===== src/rtl/uart_tx_core.sv =====
// uart_tx_core: 8N1 UART transmitter with an internal bit-rate divider.
// Define UART_PARITY_EN to add an even-parity bit, which makes the frame 8E1.
module uart_tx_core #(
   parameter int CLK_FREQ = 50000000,
   parameter int BAUD     = 115200,
   parameter int CLK_DIV  = CLK_FREQ / BAUD
) (
   input  logic       sys_clk_i,
   input  logic       sys_rst_i,
   input  logic       uart_wr_i,
   input  logic [7:0] uart_dat_i,
   output logic       uart_busy,
   output logic       uart_tx
);
   localparam int CW = $clog2(CLK_DIV);
`ifdef UART_PARITY_EN
   typedef enum logic [2:0] {IDLE, START, DATA, PARITY, STOP} state_t;
`else
   typedef enum logic [1:0] {IDLE, START, DATA, STOP} state_t;
`endif
   state_t        state_q, state_d;
   logic [CW-1:0] cnt_q, cnt_d;
   logic [2:0]    idx_q, idx_d;
   logic [7:0]    shift_q, shift_d;
   logic          tx_q, tx_d, busy_q, busy_d;
   logic          bit_end;
`ifdef UART_PARITY_EN
   logic          par_q, par_d;
`endif
   assign bit_end   = cnt_q == CW'(CLK_DIV - 1);
   assign uart_tx   = tx_q;
   assign uart_busy = busy_q;
   // state, divider, shifter and the registered line/busy outputs
   always_ff @(posedge sys_clk_i or posedge sys_rst_i) begin
      if (sys_rst_i) begin
         state_q <= IDLE;
         cnt_q   <= '0;
         idx_q   <= '0;
         shift_q <= '0;
         tx_q    <= 1'b1;
         busy_q  <= 1'b0;
`ifdef UART_PARITY_EN
         par_q   <= 1'b0;
`endif
      end else begin
         state_q <= state_d;
         cnt_q   <= cnt_d;
         idx_q   <= idx_d;
         shift_q <= shift_d;
         tx_q    <= tx_d;
         busy_q  <= busy_d;
`ifdef UART_PARITY_EN
         par_q   <= par_d;
`endif
      end
   end
   // next-state logic; tx_d is the value the line takes on the coming edge
   always_comb begin
      state_d = state_q;
      cnt_d   = bit_end ? '0 : cnt_q + 1'b1;
      idx_d   = idx_q;
      shift_d = shift_q;
      tx_d    = tx_q;
      busy_d  = busy_q;
`ifdef UART_PARITY_EN
      par_d   = par_q;
`endif
      case (state_q)
         IDLE: begin
            cnt_d = '0;
            if (uart_wr_i && !busy_q) begin
               state_d = START;
               tx_d    = 1'b0;
               busy_d  = 1'b1;
               shift_d = uart_dat_i;
`ifdef UART_PARITY_EN
               par_d   = ^uart_dat_i;
`endif
            end
         end
         START: if (bit_end) begin
            state_d = DATA;
            idx_d   = '0;
            tx_d    = shift_q[0];
         end
         DATA: if (bit_end) begin
            shift_d = shift_q >> 1;
            idx_d   = idx_q + 1'b1;
            if (idx_q == 3'd7) begin
`ifdef UART_PARITY_EN
               state_d = PARITY;
               tx_d    = par_q;
`else
               state_d = STOP;
               tx_d    = 1'b1;
`endif
            end else
               tx_d = shift_q[1];
         end
`ifdef UART_PARITY_EN
         PARITY: if (bit_end) begin
            state_d = STOP;
            tx_d    = 1'b1;
         end
`endif
         STOP: if (bit_end) begin
            state_d = IDLE;
            tx_d    = 1'b1;
            busy_d  = 1'b0;
         end
         default: state_d = IDLE;
      endcase
   end
endmodule


===== config.mk =====
export PLATFORM = sky130hd
export DESIGN_NAME = uart_tx_core
export DESIGN_NICKNAME = d
export VERILOG_FILES = /design/src/rtl/uart_tx_core.sv
export SDC_FILE = /design/constraint.sdc
export NUM_CORES = 1
export LEC_CHECK = 0
export BUFFER_PORTS_ARGS = -buffer_cell sky130_fd_sc_hd__clkbuf_2
export CAP_MARGIN = 15
export CORE_ASPECT_RATIO = 1.25
export CORE_MARGIN = 2
export CORE_UTILIZATION = 51
export CTS_CLUSTER_DIAMETER = 30
export DETAILED_ROUTE_END_ITERATION = 7
export GPL_TIMING_DRIVEN = 0
export PLACE_DENSITY = 0.73
export SLEW_MARGIN = 0
export SYNTH_ARGS = -nofsm -noshare
export SYNTH_HDL_FRONTEND = slang
export SYNTH_SLANG_ARGS = --single-unit

===== constraint.sdc =====
create_clock -name sys_clk_i -period 2 [get_ports sys_clk_i]
set_clock_uncertainty 0.15 [all_clocks]
set_input_delay 0.2 -clock sys_clk_i [delete_from_list [all_inputs] [get_ports sys_clk_i]]
set_output_delay 0.2 -clock sys_clk_i [all_outputs]
set_load 0.005 [all_outputs]

==> results.json <==
{
  "status": "complete, no violations",
  "hold_depth": 3,
  "grt_pass1_wl_um": 3829,
  "io_pins": 13,
  "grt_max_degree": 25,
  "slew_headroom": 0.4100,
  "synthesis.nets": 135,
  "dieArea_mm2": 0.002929,
  "rr_worst_depth": 6,
  "fin_tns_setup_ps": 0,
  "cp_data_arrival_time_ps": 2000,
  "start_util": 0.5328,
  "coreArea_mm2": 0.002402,
  "fin_crit_sh": 0.9689,
  "post-dp-hpwl_um": 1620,
  "wire_per_inst_um": 14.22,
  "ys_warn_count": 0,
  "path_class": "reg2reg",
  "cts_tree": "built",
  "whs_ps": 58.82,
  "synth_area_leaders": "dfrtp_1 (45%), ha_1 (8.8%), o221a_2 (6.2%)",
  "post-route-min-period_ps": 1938,
  "synth_area_mm2": 0.001280,
  "antenna_found_initial": 0,
  "ant_nets": 0,
  "finalPower_uw": 863.0,
  "slew_viol_final": 0,
  "cts_buffers": 3,
  "hold_path_class": "in2reg",
  "start_kind": "flop",
  "drtIter0Drc": 20,
  "nets": 158,
  "std_cell_rows": 20,
  "fmax_mhz": 516.1,
  "hold_viol": 0,
  "via_per_inst": 5.500,
  "final_common_cell": "dfrtp_1",
  "worst_pin_slew_ps": 884.0,
  "root_buffer": "clkbuf_4",
  "grt_pass1_vias": 892,
  "worst-path-max-fanout": 6,
  "required_ps": 2070,
  "port_buffers": 12,
  "grt_use_total": 0.1762,
  "clkSinkCount": 24,
  "routed_wl_um": 2418,
  "max-vdd-ir-drop_mv": 0.6244,
  "htree_levels": 1,
  "synth_top_area_share": 0.4497,
  "avgSynthCellArea_um2": 11.13,
  "drcViolationCount": 0,
  "fillers": 217,
  "antenna_cells": 0,
  "final_cell_mix": "dfrtp_1 (23), clkbuf_2 (12), nor2_1 (10)",
  "place.gp.congestion": 0.7914,
  "syn_to_final_growth_pct": 18.38,
  "firstDrtPassIters": 4,
  "yosys.area.top_type": "dfrtp_1",
  "dieWidth_um": 48.81,
  "layout-drive-gt1-share": 0.3285,
  "end_kind": "flop",
  "fp.dieH_um": 60.01,
  "p_per_area_mw_per_mm2": 569.6,
  "synthCells": 115,
  "ctsLongestPathBuffers": 2,
  "vias": 935,
  "cts.clk_slew.worst_paths_ps": 140,
  "synth_cell_types": 36,
  "leakage_uw": 0.0007117,
  "maxCapViolCount": 0,
  "gr-total-overflow": 0,
  "clock_latency_ps": 320,
  "synth.ff_latch_count": 24,
  "setup_viol": 0,
  "ys_seq_area_frac": 0.4702
}
metrics by stage:
| step | cells | area (um2) | setup slack (ps) | util |
|---|---|---|---|---|
| 3_3_place_gp | 160 | 1381 | 2.279 | 0.5750 |
| 2_1_floorplan | 115 | 1280 | 105.3 | - |
| 6_report | 170 | 1515 | 62.21 | 0.6307 |
| 5_1_grt | 170 | 1515 | -14.77 | 0.6307 |
| 4_1_cts | 165 | 1459 | 31.82 | 0.6073 |
| 3_5_place_dp | 160 | 1381 | -74.30 | 0.5750 |
worst max-delay path, stage by stage, from the launching register on:
cell and delay, ps:
dfrtp_1 450, or3_4 410, nor3_4 210, buf_6 150, buf_2 150, o21ai_1 90
a32o_1 210
Yosys cell counts:
cell and instances:
a21o_1 1, a21oi_1 2, a22o_1 1, a2bb2oi_1 1, a31o_2 2, a32o_1 3
and3_1 1, and4_1 1, buf_2 1, buf_6 1, clkbuf_1 2, dfrtp_1 23
dfstp_2 1, ha_1 9, inv_1 7, mux2_2 1, mux2_4 1, mux2i_1 1
nand2_1 6, nand2b_1 8, nand3_1 3, nand3_4 1, nand4_1 1, nor2_1 10
nor2b_1 2, nor3_1 2, nor3_2 1, o21a_1 1, o21ai_0 2, o21ai_2 1
o221a_2 7, o221ai_2 1, or2_2 2, or3_1 1, xnor2_1 3, xor2_1 4
cell families after synthesis:
logic type,count (synthesis),share of synthesized area
mux,3,0.02834
buf+inv,11,0.03910
fa+ha+maj,9,0.08798
simple gates,39,0.1681
xor+xnor,7,0.04790
compound gates,22,0.1584
flops,24,0.4702
where the power goes:
part           internal [uW]  switching, uW  leakage [uW]
Combinational           12.5           13.0      0.000372
Sequential               485              0      0.000312
Clock                    203            149     0.0000279
Total                    701            162      0.000712
flip-flops by register name, summed over array words and instances (netlist names):
name and cells:
uart_tx 1, state_q 2, cnt_q 9, shift_q 8
idx_q 3, uart_busy 1
final cells by class:
type,count,area (um2),share of cell area
Buffer,3,21.27,0.01404
Clock buffer,3,22.52,0.01486
Clock inverter,1,30.03,0.01982
Inverter,7,26.28,0.01734
Multi-Input combinational cell,80,659.4,0.4352
Sequential cell,24,601.8,0.3972
Tap cell,33,41.29,0.02725
Timing Repair Buffer,19,112.6,0.07432
metal layers:
layer  vias up  share of wire  track usage
met3         9          0.027      0.03000
met2        16           0.51       0.3092
li1        454              -            -
met1       456           0.41       0.1977
met5         -              0            0
met4         0          0.043       0.1224
worst paths after layout:
| kind | endpoint | slack (ps) | from |
|---|---|---|---|
| max | idx_q[2] | 60 | cnt_q[6] |
| min | shift_q[2] | 60 | uart_dat_i[2] |
| max reg2reg | idx_q[2] | 60 | cnt_q[6] |
| min reg2reg | idx_q[0] | 340 | idx_q[0] |
| max in group asynchronous | state_q[0] | 730 | sys_rst_i |
| min in group asynchronous | cnt_q[5] | 420 | sys_rst_i |
repair_timing:
item,in CTS,in global routing
setup buffers,0,6
hold endpoints to repair,23,0
hold buffers,1,0
gates resized for setup,3,6
endpoints found under the setup margin,2,9
pin swaps,0,1
Note: power is estimated with default switching activity, not from simulation.
